==> config.mk <==
export PLATFORM = sky130hd
export DESIGN_NAME = comma_aligner_10b_flat
export DESIGN_NICKNAME = d
export VERILOG_FILES = /design/src/rtl/serdes_pkg.sv /design/src/rtl/comma_aligner_10b_if.sv /design/src/rtl/comma_aligner_10b_comma_detect.sv /design/src/rtl/comma_aligner_10b.sv /design/src/flat_wrapper.sv
export SDC_FILE = /design/constraint.sdc
export NUM_CORES = 1
export LEC_CHECK = 0
export ABC_AREA = 1
export ABC_CLOCK_PERIOD_IN_PS = 1600
export CAP_MARGIN = 5
export CORE_AREA = 2 2 83 85
export CTS_BUF_LIST = sky130_fd_sc_hd__clkbuf_4 sky130_fd_sc_hd__clkbuf_8 sky130_fd_sc_hd__clkbuf_16
export CTS_CLUSTER_DIAMETER = 150
export CTS_CLUSTER_SIZE = 20
export DETAILED_ROUTE_END_ITERATION = 10
export DIE_AREA = 0 0 85 87
export PLACE_DENSITY = 0.6
export SYNTH_ARGS = -nofsm -noshare
export SYNTH_HDL_FRONTEND = slang
export SYNTH_SLANG_ARGS = --single-unit
==> constraint.sdc <==
create_clock -name clk -period 1.6 [get_ports clk]
set_input_delay 0.24 -clock clk [delete_from_list [all_inputs] [get_ports clk]]
set_output_delay 0.24 -clock clk [all_outputs]
set_load 0.02 [all_outputs]
==> src/rtl/serdes_pkg.sv <==
// Shared definitions for the 10-bit comma/8b10b serdes path (TX encoder and RX aligner).
package serdes_pkg;

    localparam int SYM_BITS = 10;

    // K28.5 comma prefixes as they sit in sr[6:0] (sr[0] = oldest bit).
    localparam logic [6:0] COMMA_P7 = 7'b1111100;
    localparam logic [6:0] COMMA_N7 = 7'b0000011;

    typedef enum logic [1:0] {
        HUNT,
        CHECK,
        LOCKED
    } align_state_t;

    // Symbol phase counter step, wrapping after the last bit of a symbol.
    function automatic logic [3:0] phase_next(input logic [3:0] ph);
        return (ph == 4'(SYM_BITS - 1)) ? 4'd0 : ph + 4'd1;
    endfunction

endpackage

==> src/rtl/comma_aligner_10b_if.sv <==
// Serial-in / aligned-symbol-out bundle between the line side and the 8b10b decoder.
interface comma_aligner_10b_if;
    import serdes_pkg::*;

    logic                serial_in;
    logic [SYM_BITS-1:0] sym_out;
    logic                sym_valid;
    logic                sym_is_comma;
    logic                locked;
    logic                align_err;

    modport master (
        output serial_in,
        input  sym_out, sym_valid, sym_is_comma, locked, align_err
    );

    modport slave (
        input  serial_in,
        output sym_out, sym_valid, sym_is_comma, locked, align_err
    );

endinterface

==> src/rtl/comma_aligner_10b_comma_detect.sv <==
// Combinational K28.5 comma detector over a 10-bit receive window (bit 0 oldest).
module comma_detect
    import serdes_pkg::*;
(
    input  logic [SYM_BITS-1:0] window,
    output logic                is_comma
);

    // Only the 7-bit comma prefix decides; the tail of the symbol is don't-care.
    logic unused_tail;
    assign unused_tail = ^window[SYM_BITS-1:7];

    assign is_comma = (window[6:0] == COMMA_P7) || (window[6:0] == COMMA_N7);

endmodule

==> src/rtl/comma_aligner_10b.sv <==
// RX comma aligner: finds K28.5 boundaries in the serial stream, runs the
// hunt/check/locked state machine and emits word-aligned 10-bit symbols.
module comma_aligner_10b
    import serdes_pkg::*;
#(
    parameter int LOCK_COMMAS    = 3,
    parameter int MISALIGN_LIMIT = 2,
    parameter int COMMA_TIMEOUT  = 32
) (
    input logic               clk,
    input logic               rst,
    comma_aligner_10b_if.slave bus
);

    localparam int GOOD_W = $clog2(LOCK_COMMAS + 1);
    localparam int MIS_W  = $clog2(MISALIGN_LIMIT + 1);
    localparam int TMR_W  = $clog2(COMMA_TIMEOUT + 1);

    // Saturating increment toward a limit; counters never wrap.
    function automatic int sat_inc(input int val, input int limit);
        return (val >= limit) ? limit : val + 1;
    endfunction

    logic [SYM_BITS-1:0] sr;
    logic [3:0]          ph;
    align_state_t        state;
    logic [GOOD_W-1:0]   good_cnt;
    logic [MIS_W-1:0]    mis_cnt;
    logic [TMR_W-1:0]    timer;
    logic                is_comma;

    logic [GOOD_W-1:0]   good_inc;
    logic [MIS_W-1:0]    mis_inc;
    logic [TMR_W-1:0]    timer_inc;
    logic                good_full;
    logic                mis_full;
    logic                timer_full;
    logic                boundary;

    comma_detect u_detect (
        .window   (sr),
        .is_comma (is_comma)
    );

    assign boundary   = (ph == 4'd0);
    assign good_inc   = GOOD_W'(sat_inc(int'(good_cnt), LOCK_COMMAS));
    assign mis_inc    = MIS_W'(sat_inc(int'(mis_cnt), MISALIGN_LIMIT));
    assign timer_inc  = TMR_W'(sat_inc(int'(timer), COMMA_TIMEOUT));
    assign good_full  = (int'(good_inc) >= LOCK_COMMAS);
    assign mis_full   = (int'(mis_inc) >= MISALIGN_LIMIT);
    assign timer_full = (int'(timer_inc) >= COMMA_TIMEOUT);

    // Receive shift register: newest bit enters at the top, oldest sits in sr[0].
    always_ff @(posedge clk) begin
        if (rst) begin
            sr <= '0;
        end else begin
            sr <= {bus.serial_in, sr[SYM_BITS-1:1]};
        end
    end

    // Alignment state machine with phase tracking, counters and registered outputs.
    always_ff @(posedge clk) begin
        if (rst) begin
            state            <= HUNT;
            ph               <= 4'd0;
            good_cnt         <= '0;
            mis_cnt          <= '0;
            timer            <= '0;
            bus.sym_out      <= '0;
            bus.sym_valid    <= 1'b0;
            bus.sym_is_comma <= 1'b0;
            bus.locked       <= 1'b0;
            bus.align_err    <= 1'b0;
        end else begin
            ph            <= phase_next(ph);
            bus.sym_valid <= 1'b0;
            bus.align_err <= 1'b0;
            unique case (state)
                HUNT: begin
                    if (is_comma) begin
                        // This cycle becomes the boundary, so the next phase is 1.
                        ph       <= 4'd1;
                        good_cnt <= GOOD_W'(1);
                        timer    <= '0;
                        if (LOCK_COMMAS == 1) begin
                            state      <= LOCKED;
                            bus.locked <= 1'b1;
                        end else begin
                            state <= CHECK;
                        end
                    end
                end
                CHECK: begin
                    if (is_comma && boundary) begin
                        good_cnt <= good_inc;
                        timer    <= '0;
                        mis_cnt  <= '0;
                        if (good_full) begin
                            state      <= LOCKED;
                            bus.locked <= 1'b1;
                        end
                    end else if (is_comma) begin
                        // Off-boundary comma restarts the count at the new phase.
                        bus.align_err <= 1'b1;
                        ph            <= 4'd1;
                        good_cnt      <= GOOD_W'(1);
                        timer         <= '0;
                    end else if (boundary) begin
                        timer <= timer_inc;
                        if (timer_full) begin
                            state <= HUNT;
                        end
                    end
                end
                LOCKED: begin
                    if (boundary) begin
                        bus.sym_out      <= sr;
                        bus.sym_is_comma <= is_comma;
                        bus.sym_valid    <= 1'b1;
                    end
                    if (is_comma && boundary) begin
                        timer   <= '0;
                        mis_cnt <= '0;
                    end else if (is_comma) begin
                        // Tolerate isolated slips; alignment stays until the limit.
                        bus.align_err <= 1'b1;
                        mis_cnt       <= mis_inc;
                        if (mis_full) begin
                            state      <= HUNT;
                            bus.locked <= 1'b0;
                        end
                    end else if (boundary) begin
                        timer <= timer_inc;
                        if (timer_full) begin
                            state      <= HUNT;
                            bus.locked <= 1'b0;
                        end
                    end
                end
                default: begin
                    state      <= HUNT;
                    bus.locked <= 1'b0;
                end
            endcase
        end
    end

endmodule

==> src/flat_wrapper.sv <==
// flat-port wrapper written by rule: the top's interface ports become plain ports
module comma_aligner_10b_flat import serdes_pkg::*;
#(
    parameter int LOCK_COMMAS    = 3,
    parameter int MISALIGN_LIMIT = 2,
    parameter int COMMA_TIMEOUT  = 32
)
  (clk, rst, bus_serial_in, bus_sym_out, bus_sym_valid, bus_sym_is_comma, bus_locked, bus_align_err);
  comma_aligner_10b_if bus_i ();
  input logic clk;
  input logic rst;
  input wire logic [$bits(bus_i.serial_in)-1:0] bus_serial_in;
  output wire logic [$bits(bus_i.sym_out)-1:0] bus_sym_out;
  output wire logic [$bits(bus_i.sym_valid)-1:0] bus_sym_valid;
  output wire logic [$bits(bus_i.sym_is_comma)-1:0] bus_sym_is_comma;
  output wire logic [$bits(bus_i.locked)-1:0] bus_locked;
  output wire logic [$bits(bus_i.align_err)-1:0] bus_align_err;
  assign bus_i.serial_in = bus_serial_in;
  assign bus_sym_out = bus_i.sym_out;
  assign bus_sym_valid = bus_i.sym_valid;
  assign bus_sym_is_comma = bus_i.sym_is_comma;
  assign bus_locked = bus_i.locked;
  assign bus_align_err = bus_i.align_err;
  comma_aligner_10b #(.LOCK_COMMAS(LOCK_COMMAS), .MISALIGN_LIMIT(MISALIGN_LIMIT), .COMMA_TIMEOUT(COMMA_TIMEOUT)) u_core (.clk(clk), .rst(rst), .bus(bus_i));
endmodule
# == Word-level counts from Yosys, hierarchy flattened ==
# Cells that the tools add are included.
# W data, S select, Z words.
# op_classes
n_addsub,4
magnitude_cmp,6
eq_ne,16
mux,41
n_bitwise,3
n_reduce_logical,15
# ops
operator,n
$mux W6,7
$mux W2,16
$pmux W6 S3,1
$ge A6 B6 Y1 const B,2
$mux W4,3
$mux W1,9
$ne A3 B1 Y1 const B,3
$ne A3 B3 Y1 const B,3
$ge A2 B2 Y1 const B,4
$pmux W2 S2,2
$pmux W4 S2,1
$eq A7 B2 Y1 const B,1
$eq A7 B7 Y1 const B,1
$reduce_and A7 Y1,1
$add A6 B1 Y6 const B,1
$ne A2 B1 Y1 const B,3
$pmux W2 S3,1
$reduce_and A3 Y1,2
$reduce_and A5 Y1,1
$add A2 B1 Y2 const B,2
$add A4 B1 Y4 const B,1
$eq A4 B4 Y1 const B,1
$logic_not A4 Y1,1
$reduce_bool A2 Y1,2
other kinds (13),16
# word_totals
ff_bits,40
inputBits,3
output_inout_bits,14
elab_cells,96

# == Longest topological paths before layout ==
# logic_depth
ltp_word,8
ltp_mapped,13
depth_no_buf,13

# == Modules after synthesis ==
# From an unflattened synthesis, not the netlist that was laid out.
# hier_totals
hier_cells,258
area_unflattened_um2,1841.8
# by_module_without_submodules
mod,n_inst,cells_per_inst,area_each_um2,seq_area_each_um2
comma_aligner_10b,1,238,1766.7,800.8
comma_detect,1,20,75.1,0.0

# == Worst setup path after synthesis ==
# No wires, ideal clock.
# synth_path
path_type,reg2reg
start,register u_core.state[0]
end,register u_core.state[0]
setup_time_ps,130
arrival_ps,1514
required_ps,1470
path_slack_ps,-44
stages_incl_launch_ff,11
path_buffers,0
synth_period_minus_slack_ps,1644
cell_sequence,dfxtp_1 inv_1 ha_1 inv_1 nor2_1 o21ai_2 nand2_1 nor2_1 inv_1 nand2_1 a21oi_1
# synth_via
elab_chain_cells,5
word_cells_on_any_way,16
classes_between,7 x eq/ne; 7 x mux; 2 x reduce/logical
# synth_rtl
item,line,source
from (decl),comma_aligner_10b.sv:26,align_state_t state;
from (signal assigned),comma_aligner_10b.sv:65,state <= HUNT;
from (signal assigned),comma_aligner_10b.sv:87,state <= LOCKED;
from (signal assigned),comma_aligner_10b.sv:90,state <= CHECK;
$mux W2 (2 in series),--,
"$mux W2, on equally long branches (2 in series)",--,
$pmux W2 S3,comma_aligner_10b.sv:79,unique case (state)
# Parallel ways exist; a longest one is shown, timed or not. The select of a mux whose other input is x is not followed.
# A chain may end at the register's enable or synchronous reset.

# == Worst setup path after layout ==
# layout_path
start,register u_core.bus.sym_is_comma
end,output bus_sym_is_comma
# layout_rtl
item,line,source
from (decl),comma_aligner_10b_if.sv:19,"output sym_out, sym_valid, sym_is_comma, locked, align_err"
from (signal assigned),comma_aligner_10b.sv:119,bus.sym_is_comma <= is_comma;
to (decl),flat_wrapper.sv:15,output wire logic [$bits(bus_i.sym_is_comma)-1:0] bus_sym_is_comma;
# No word-level cell between the ends.

==> flow_summary.yaml <==
power:
  p_int_mw: 1.43
  ir_worst_vdd_v: 0.000508
  p_sw_share_pct: 28.0
  comb_power_share_pct: 13.1
  p_switching_uw: 556
  p_leak_nw: 1.02
  p_seq_share_pct: 52.4
  power_density_nw_per_um2: 831
  power_frac_clock_pct: 34.5
floorplan:
  start_util_pct: 29.2
  dieWidth_um: 85
  top_level_ports: 17
  die_y_um: 87
  die-area_sq_um: 7400
  rows: 30
  core-area_sq_um: 6570
run_status:
  status: "finished, final reports clean"
sta:
  hold_viol: 0
  setup_violations: 0
  maxSlewHeadroom_pct: 80.7
  tns_ns: 0
  fin_crit_sh_pct: 93.7
  tightest_slew_ns: 0.286
  fin_skew_ns: 0.0105
  rsz0062_at_grt: "true"
  slew_viol_final: 0
  clock.fmax_mhz: 667
  period_minus_slack_ns: 1.50
drt:
  drt_iter0_drc: 47
  drc: 0
  wl_per_cell_um: 10.6
  postRouteWirelength_um: 3880
  first_pass_iters: 4
  drtAntennaViolNets: 0
  vias_per_cell: 4.42
  vias: 1616
run:
  max-cap-violations: 0
cells_and_area:
  drive_gt1_share_pct: 21.7
  final_area_sq_um: 2390
  syn_to_final_growth_pct: 24.5
  antennaDiodeCount: 0
  layout_common_cells: "nand2_1 (43), dfxtp_1 (37), inv_1 (32)"
  final_common_cell: "nand2_1"
  fillCellCount: 678
  nNetsFinal: 294
setup_path:
  critPathMaxFanout: 2
  required_ns: 1.36
  reg2reg_depth: 11
  worstPathArrival_ns: 1.26
  startpoint_type: "flop"
  path_depth: 1
  cpMaxStageDelayCell: "clkdlybuf4s50_1"
  worstSetupPathType: "reg -> out"
  path_buf_inv: 1
  cp-end-kind: "output pin"
  slowest_delay_ns: 0.61
  path_delay_family: "buffers and inverters"
  crit_chain: "clkdlybuf4s50_1"
clock_network:
  holdBufCountCts: 0
  cts_made_buffers: 5
  clockBufferDepth: 2
  cts-root-buf: "clkbuf_8"
  cts_max_level: 2
  path_clk_slew_ns: 0.08
  clk-insertion-delay-late_ns: 0.30
  cts_sinks: 40
  cts_tree: "yes"
min_path:
  holdPathStages: 2
  hp-class: "reg -> reg"
placement:
  dp_hpwl_um: 2840
  io_buffer_count: 16
  gp_congestion: 0.831
  dpl-instance-area_sq_um: 2230
yosys:
  synth_area_per_cell_sq_um: 7.52
  synth-seq-cells: 40
  ys_seq_area_share_pct: 41.8
  ys.warnings.count: 0
  synth_area_sq_um: 1920
  synth_nets: 264
  syn_inst: 255
  ys_types: 31
global_route:
  grt_pass1_wl_um: 6640
  grtUsageMet3_pct: 2.94
  grt_max_degree: 24
  grt_antenna_before_repair: 0
  met1_usage_pct: 13.8
  grt_use_met2_pct: 18.8
  grt-ovfl-total: 0
  grt.total_usage_pct: 11.3
  grt_pass1_vias: 1470
  busiest_layer: "met2"
[through the flow]
stage               hold WS (ns)  util [%]  setup WS (ns)  power (mW)  cells
floorplan                  0.347         -         0.0503        1.24    255
global placement           0.417      34.0         0.0560        1.31    356
detailed placement         0.424      34.0         0.0133        1.31    356
CTS                        0.434      35.4         0.0151        2.01    364
global route               0.460      36.3        -0.0230        2.09    366
finish                     0.436      36.3          0.101        1.98    366
[state kept, by name, summed over array words and instances, names as in the netlist, 2 cells and up]
register / count
u_core.state: 2
u_core.bus.sym_out: 10
u_core.mis_cnt: 2
u_core.ph: 4
u_core.timer: 6
u_core.good_cnt: 2
u_core.sr: 10
[synthesized netlist by cell type, drive strengths merged]
library cell,instances,share of area (%)
clkbuf,3,0.59
a31oi,1,0.33
o311ai,1,0.46
o211ai,1,0.39
or2,3,0.98
a21oi,19,5.2
nor2,37,9.9
nand3b,1,0.39
buf,2,0.46
inv,41,8.2
nor3,3,1.0
nand2,53,14
dfxtp,40,42
ha,6,3.9
o21ai,23,6.4
nand3,21,6.5
[layer usage]
layer,routed length [um],share of wire [%],vias to the layer above
li1,-,-,865
met2,1810,47,28
met5,0,0,-
met3,136,3.5,7
met4,73,1.9,0
met1,1860,48,716
[what timing repair did]
action,CTS,global route
setup endpoints to repair,1,9
gates resized for setup,1,15
pin swaps,1,5
buffers inserted,0,2
[worst paths after layout]
path / slack, ns / start / end
setup / recovery: 0.10 / u_core.bus.sym_is_comma$_SDFFE_PP0P_ / bus_sym_is_comma
hold / removal: 0.44 / u_core.sr[9]$_SDFF_PP0_ / u_core.sr[8]$_SDFF_PP0_
setup reg to reg: 0.10 / u_core.sr[3]$_SDFF_PP0_ / u_core.mis_cnt[1]$_SDFFE_PP0P_
hold reg to reg: 0.44 / u_core.sr[9]$_SDFF_PP0_ / u_core.sr[8]$_SDFF_PP0_
[power groups by stage]
stage                     combinational, mW  sequential [mW]  clock, mW
final                                 0.260             1.04      0.685
after global routing                  0.292             1.04      0.757
after CTS                             0.247             1.04      0.729
after detailed placement              0.246             1.06          0
after global placement                0.247             1.06          0
after floorplan                       0.176             1.06          0
[worst min-delay path: cells and delay by family (launching register included)]
kind          cells  cell delay (ns)
simple gates      1             0.04
buf+inv           1             0.06
flops             1             0.31
[cell families (layout without fill, tap and decap cells)]
kind of cell	count (synthesis)	in the layout	synth area share [%]
simple gates	118	118	32.4
compound gates	45	45	12.7
buf+inv	46	77	9.20
flops	40	40	41.8
fa+ha+maj	6	6	3.92
[cell type report]
class,instances,area [sq um],share of cell area [%]
inverters,41,159,6.66
clock buffers,5,68.8,2.88
clock inverters,3,21.3,0.891
well taps,80,100,4.19
flip-flops and latches,40,810,33.9
repair buffers,28,250,10.5
multi-input cells,169,978,41.0
Note: power is estimated with default switching activity, not from simulation.
